### config.mk
export PLATFORM = sky130hd
export DESIGN_NAME = line_window_gen_flat
export DESIGN_NICKNAME = d
export VERILOG_FILES = /design/src/rtl/line_window_gen_if.sv /design/src/rtl/line_window_gen.sv /design/src/flat_wrapper.sv
export SDC_FILE = /design/constraint.sdc
export NUM_CORES = 1
export LEC_CHECK = 0
export CAP_MARGIN = 20
export CORE_MARGIN = 8
export CORE_UTILIZATION = 54
export DETAILED_ROUTE_END_ITERATION = 10
export HOLD_SLACK_MARGIN = 0.1
export PLACE_DENSITY = 0.88
export SYNTH_ARGS = -nofsm -noshare
export SYNTH_HDL_FRONTEND = slang
export SYNTH_SLANG_ARGS = --single-unit
### constraint.sdc
create_clock -name clock -period 4 [get_ports clock]
set_clock_uncertainty 0.1 [all_clocks]
set_input_delay 0.8 -clock clock [delete_from_list [all_inputs] [get_ports clock]]
set_output_delay 0.8 -clock clock [all_outputs]
set_load 0.01 [all_outputs]
### src/rtl/line_window_gen_if.sv
// Pixel-in / window-out bundle for line_window_gen.
//   master: pixel source and window sink (drives in_valid/in_sol/in_eol/in_pixel)
//   slave : the window generator (drives in_ready and all out_* signals)
//   in_valid/in_ready  accept handshake; in_sol/in_eol  line tags on the pixel
//   out_valid          one-cycle window strobe, no backpressure
//   out_sol/out_eol    window is the first/last x of its line
//   out_vals[k]        pixel at x-RADIUS+k, zero-extended to PIX_BITW+1 bits
interface line_window_gen_if #(
  parameter int unsigned RADIUS   = 2,
  parameter int unsigned PIX_BITW = 8
);
  localparam int unsigned WIN      = 2 * RADIUS + 1;
  localparam int unsigned OUT_BITW = PIX_BITW + 1;

  logic                          in_valid;
  logic                          in_ready;
  logic                          in_sol;
  logic                          in_eol;
  logic [PIX_BITW-1:0]           in_pixel;
  logic                          out_valid;
  logic                          out_sol;
  logic                          out_eol;
  logic [0:WIN-1][OUT_BITW-1:0]  out_vals;

  modport master (
    output in_valid, in_sol, in_eol, in_pixel,
    input  in_ready, out_valid, out_sol, out_eol, out_vals
  );

  modport slave (
    input  in_valid, in_sol, in_eol, in_pixel,
    output in_ready, out_valid, out_sol, out_eol, out_vals
  );
endinterface

### src/rtl/line_window_gen.sv
// Turns a raster pixel stream into a horizontal window of 2*RADIUS+1 pixels
// centred on each pixel, replicating edge pixels at line borders. Feeds the
// adder-tree filters; exactly one window is emitted per input pixel.
// Ports:
//   clock  clock
//   reset  asynchronous, active-high reset
//   bus    line_window_gen_if.slave (pixel handshake in, window strobe out)
module line_window_gen #(
  parameter int unsigned RADIUS   = 2,
  parameter int unsigned PIX_BITW = 8
) (
  input  logic             clock,
  input  logic             reset,
  line_window_gen_if.slave bus
);
  localparam int unsigned WIN      = 2 * RADIUS + 1;
  localparam int unsigned OUT_BITW = PIX_BITW + 1;
  // cnt reaches RADIUS, and cnt+2 must not wrap
  localparam int unsigned CNT_W    = $clog2(RADIUS + 3);

  typedef enum logic [1:0] {IDLE, RUN, FLUSH} state_t;

  state_t                        state;
  logic [0:WIN-1][OUT_BITW-1:0]  taps;
  logic [CNT_W-1:0]              cnt;
  logic [CNT_W-1:0]              fcnt;
  logic                          sol_pending;

  logic                          accept;
  logic [OUT_BITW-1:0]           pix_ext;
  logic [CNT_W-1:0]              cnt_inc;
  logic [CNT_W-1:0]              cnt_inc2;

  assign bus.in_ready = (state != FLUSH);
  assign accept       = bus.in_valid && bus.in_ready;
  assign pix_ext      = OUT_BITW'(bus.in_pixel);
  assign cnt_inc      = cnt + CNT_W'(1);
  assign cnt_inc2     = cnt + CNT_W'(2);
  assign bus.out_vals = taps;

  // Window state machine, tap shift register and registered strobes
  always_ff @(posedge clock or posedge reset) begin
    if (reset) begin
      state         <= IDLE;
      taps          <= '0;
      cnt           <= '0;
      fcnt          <= '0;
      sol_pending   <= 1'b0;
      bus.out_valid <= 1'b0;
      bus.out_sol   <= 1'b0;
      bus.out_eol   <= 1'b0;
    end else begin
      bus.out_valid <= 1'b0;
      bus.out_sol   <= 1'b0;
      bus.out_eol   <= 1'b0;
      case (state)
        FLUSH: begin
          // Right-edge replicate: recirculate the newest pixel
          taps          <= {taps[1:WIN-1], taps[WIN-1]};
          bus.out_valid <= 1'b1;
          bus.out_sol   <= sol_pending;
          sol_pending   <= 1'b0;
          bus.out_eol   <= (fcnt == CNT_W'(1));
          fcnt          <= fcnt - CNT_W'(1);
          if (fcnt == CNT_W'(1)) begin
            state <= IDLE;
          end
        end
        default: begin
          if (accept) begin
            if (bus.in_sol) begin
              // Left-edge replicate; any unfinished previous line is abandoned
              taps        <= {WIN{pix_ext}};
              cnt         <= '0;
              sol_pending <= 1'b1;
              if (bus.in_eol) begin
                state <= FLUSH;
                fcnt  <= CNT_W'(1);
              end else begin
                state <= RUN;
              end
            end else if (state == RUN) begin
              taps <= {taps[1:WIN-1], pix_ext};
              if (cnt_inc >= CNT_W'(RADIUS)) begin
                bus.out_valid <= 1'b1;
                bus.out_sol   <= (cnt_inc == CNT_W'(RADIUS));
                sol_pending   <= 1'b0;
              end
              if (cnt != CNT_W'(RADIUS)) begin
                cnt <= cnt_inc;
              end
              if (bus.in_eol) begin
                // Windows still owed = min(line width, RADIUS); width = cnt+2
                state <= FLUSH;
                fcnt  <= (cnt_inc2 >= CNT_W'(RADIUS)) ? CNT_W'(RADIUS) : cnt_inc2;
              end
            end
          end
        end
      endcase
    end
  end
endmodule

### src/flat_wrapper.sv
// flat-port wrapper written by rule: the top's interface ports become plain ports
module line_window_gen_flat 
#(
  parameter int unsigned RADIUS   = 2,
  parameter int unsigned PIX_BITW = 8
)
  (clock, reset, bus_in_valid, bus_in_sol, bus_in_eol, bus_in_pixel, bus_in_ready, bus_out_valid, bus_out_sol, bus_out_eol, bus_out_vals);
  line_window_gen_if #(.RADIUS(RADIUS), .PIX_BITW(PIX_BITW)) bus_i ();
  input  logic clock;
  input  logic reset;
  input wire logic [$bits(bus_i.in_valid)-1:0] bus_in_valid;
  input wire logic [$bits(bus_i.in_sol)-1:0] bus_in_sol;
  input wire logic [$bits(bus_i.in_eol)-1:0] bus_in_eol;
  input wire logic [$bits(bus_i.in_pixel)-1:0] bus_in_pixel;
  output wire logic [$bits(bus_i.in_ready)-1:0] bus_in_ready;
  output wire logic [$bits(bus_i.out_valid)-1:0] bus_out_valid;
  output wire logic [$bits(bus_i.out_sol)-1:0] bus_out_sol;
  output wire logic [$bits(bus_i.out_eol)-1:0] bus_out_eol;
  output wire logic [$bits(bus_i.out_vals)-1:0] bus_out_vals;
  assign bus_i.in_valid = bus_in_valid;
  assign bus_i.in_sol = bus_in_sol;
  assign bus_i.in_eol = bus_in_eol;
  assign bus_i.in_pixel = bus_in_pixel;
  assign bus_in_ready = bus_i.in_ready;
  assign bus_out_valid = bus_i.out_valid;
  assign bus_out_sol = bus_i.out_sol;
  assign bus_out_eol = bus_i.out_eol;
  assign bus_out_vals = bus_i.out_vals;
  line_window_gen #(.RADIUS(RADIUS), .PIX_BITW(PIX_BITW)) u_core (.clock(clock), .reset(reset), .bus(bus_i));
endmodule
==> results.sh <==
export IMPL_status="finished, final reports clean"
export IMPL_synth_top_family_by_area="compound AO/OA/AOI/OAI gates"
export IMPL_setup_slack_ns=0.8013
export IMPL_synth_simple_gate_area_share_pct=13.90
export IMPL_yosys_warnings=0
export IMPL_maxCapViolations=0
export IMPL_dp_hpwl_mm=4.468
export IMPL_worstPathRequired_ns=3.10
export IMPL_grtUsageMet1_pct=20.43
export IMPL_critPathArrivalTime_ns=2.30
export IMPL_slowest_delay_ns=0.70
export IMPL_antenna_found_initial=0
export IMPL_finalHoldViolCount=0
export IMPL_via_count=2129
export IMPL_cp_start_kind="flop"
export IMPL_cts_root_buf="clkbuf_8"
export IMPL_viasPerCell=5.516
export IMPL_die_w_um=86.73
export IMPL_synthXorXnorAreaFrac_pct=0.3242
export IMPL_start_util_pct=56.44
export IMPL_clock_sinks=55
export IMPL_grt_start_max_net_pins=57
export IMPL_drc_errors=0
export IMPL_clk_latency_ns=0.31
export IMPL_cts_setup_buffers=0
export IMPL_synth_compound_area_share_pct=19.87
export IMPL_crit_buf_inv=2
export IMPL_yosys_top_cells_area="dfrtp_1 (51%), a21oi_1 (11%), nor2_1 (5.1%)"
export IMPL_grt_overflow_total=0
export IMPL_layout_drive_gt1_share_pct=11.91
export IMPL_worst_setup_path_type="reg2out"
export IMPL_coreArea_um2=4786
export IMPL_numCtsBuffers=5
export IMPL_cts_tree="done"
export IMPL_syn2layout_area_growth_pct=25.24
export IMPL_p_leak_nw=1.430
export IMPL_htree_num_levels=2
export IMPL_slew_headroom_pct=47.37
export IMPL_dr_pass1_iters=4
export IMPL_ys_types=40
export IMPL_drt_iter0_drc=74
export IMPL_use_met2_pct=28.75
export IMPL_whs_ns=0.3976
export IMPL_pre_cts_ws_ns=0.9695
export IMPL_synth_top_area_cell="dfrtp_1"
export IMPL_io_buffers=59
export IMPL_rsz0062_at_grt="no"
export IMPL_syn_area_um2=2701
export IMPL_clockBufferDepth=2
export IMPL_grt_pass1_vias=2039
export IMPL_layout_common_cells="a21oi_1 (59), clkdlybuf4s50_1 (59), dfrtp_1 (55)"
export IMPL_synth_mux_area_share_pct=4.308
export IMPL_yosys_area_top_type_share_pct=50.95
export IMPL_rows=25
export IMPL_detail_route_antenna_nets=0
export IMPL_synthFlopType="dfrtp_1"
export IMPL_syn_area_per_cell_um2=10.12
export IMPL_wl_mm=6.209
export IMPL_placed_cell_area_um2=3268
export IMPL_end_kind="output port"
export IMPL_die_area_um2=7522
export IMPL_syn_inst=267
export IMPL_cp_max_fo=17
export IMPL_grt_use_total_pct=16.72
export IMPL_synth_adder_area_share_pct=3.242
export IMPL_peakVddDrop_uv=437.6
export IMPL_path_cells="nor2b_1 > inv_6 > clkdlybuf4s50_1"
export IMPL_ys_ff_latch=55
export IMPL_grt_first_pass_wirelength_mm=10.07
export IMPL_avgRoutedWirePerCell_um=16.09
export IMPL_fin_setup_tns_ns=0
export IMPL_final_max_slew_viol_count=0
export IMPL_crit_family="simple AND/OR/NAND/NOR gates"
export IMPL_crit_path_top_delay_cell="nor2b_1"
export IMPL_antenna_cells=0
export IMPL_hold_class="reg2reg"
export IMPL_final_min_clock_period_ns=3.199
export IMPL_top_usage_layer="met2"
export IMPL_cts_resized=0
export IMPL_setup_violations=0
export IMPL_ys_seq_area_share_pct=50.95
export IMPL_post_route_cell_area_um2=3383
export IMPL_num_io_pins=62
export IMPL_gp_congestion=0.8359
export IMPL_clk_pin_slew_worst_paths_ns=0.10
export IMPL_power_density_nw_per_um2=776.3
export IMPL_synth_edff_count=0
export IMPL_die_y_um=86.73
export IMPL_nets=338
export IMPL_max_clock_freq_ghz=0.3126
export IMPL_hold_buffers=0
export IMPL_async_reset_ff_share_pct=100.0
export IMPL_worst_slew_pin_slew_ns=0.7879
export IMPL_grtUsageMet3_pct=4.253
export IMPL_timing_final_crit_share_pct=79.97
## sequential cells by signal, indices dropped and copies added (netlist names)
signal,count
u_core.bus.out_eol,1
u_core.state,2
u_core.bus.out_vals,43
u_core.fcnt,3
u_core.bus.out_sol,1
u_core.bus.out_valid,1
u_core.cnt,3
u_core.sol_pending,1
## path summary, 6_finish.rpt
path	from	endpoint	slack, ns	depth (start not counted)
max reg2reg	u_core.state[1]	u_core.bus.out_vals[10]	1.48	5
min	u_core.sol_pending	u_core.bus.out_sol	0.40	1
min in group asynchronous	reset	u_core.state[0]	0.84	2
max in group asynchronous	reset	u_core.bus.out_vals[11]	2.20	3
max	u_core.state[1]	bus_in_ready	0.80	3
min reg2reg	u_core.sol_pending	u_core.bus.out_sol	0.40	1
## logic make-up (layout without fill, tap and decap cells)
kind of cell / count (synthesis) / count (layout)
AO/OA/AOI/OAI: 89 / 89
XOR/XNOR: 1 / 1
adder cells (fa/ha/maj): 7 / 7
buffers and inverters: 31 / 82
flip-flops: 55 / 55
multiplexers: 8 / 8
other: 1 / 2
AND/OR/NAND/NOR: 75 / 75
## where the power goes
| group | internal (mW) | switching, mW |
|---|---|---|
| combinational | 0.650 | 0.578 |
| clock | 0.189 | 0.186 |
| sequential | 0.801 | 0.224 |
## through the flow
stage | std cells | power, mW | util [%]
global placement | 378 | 2.212 | 68.29
floorplan | 268 | 1.712 | -
detailed placement | 378 | 2.262 | 68.29
CTS | 386 | 2.643 | 70.69
finish | 386 | 2.627 | 70.69
global route | 386 | 2.799 | 70.69
## metal layers
layer | part of all wire, % | wire length [um]
met4 | 0.90 | 56
met3 | 4.6 | 286
met1 | 44 | 2744
met2 | 50 | 3121
met5 | 0 | 0
## worst register-to-register path: stages, from the launching register on
cell and delay [ns]:
dfrtp_1 0.60, nor2b_1 0.70, inv_6 0.16, nand2_2 0.52, a21oi_1 0.21, a21oi_2 0.16
## Yosys cell counts, drive strengths merged (2+ instances only)
| master | n |
|---|---|
| o21ai | 9 |
| nor2b | 6 |
| o211ai | 4 |
| a21oi | 68 |
| and3 | 8 |
| nand2b | 3 |
| dfrtp | 55 |
| nor2 | 37 |
| nand3 | 5 |
| nand2 | 6 |
| nor3 | 4 |
| inv | 12 |
| ha | 7 |
| or3 | 2 |
| buf | 19 |
| a211oi | 2 |
| mux2 | 8 |
## layout make-up
cell class / instances / area (um^2)
fillers: 377 / 1403
flip-flops and latches: 55 / 1376
multi-input cells: 182 / 1132
repair buffers: 62 / 625.6
well taps: 67 / 83.83
clock buffers: 5 / 68.82
inverters: 12 / 50.05
clock inverters: 3 / 46.29
(Power assumes the default switching activity.)
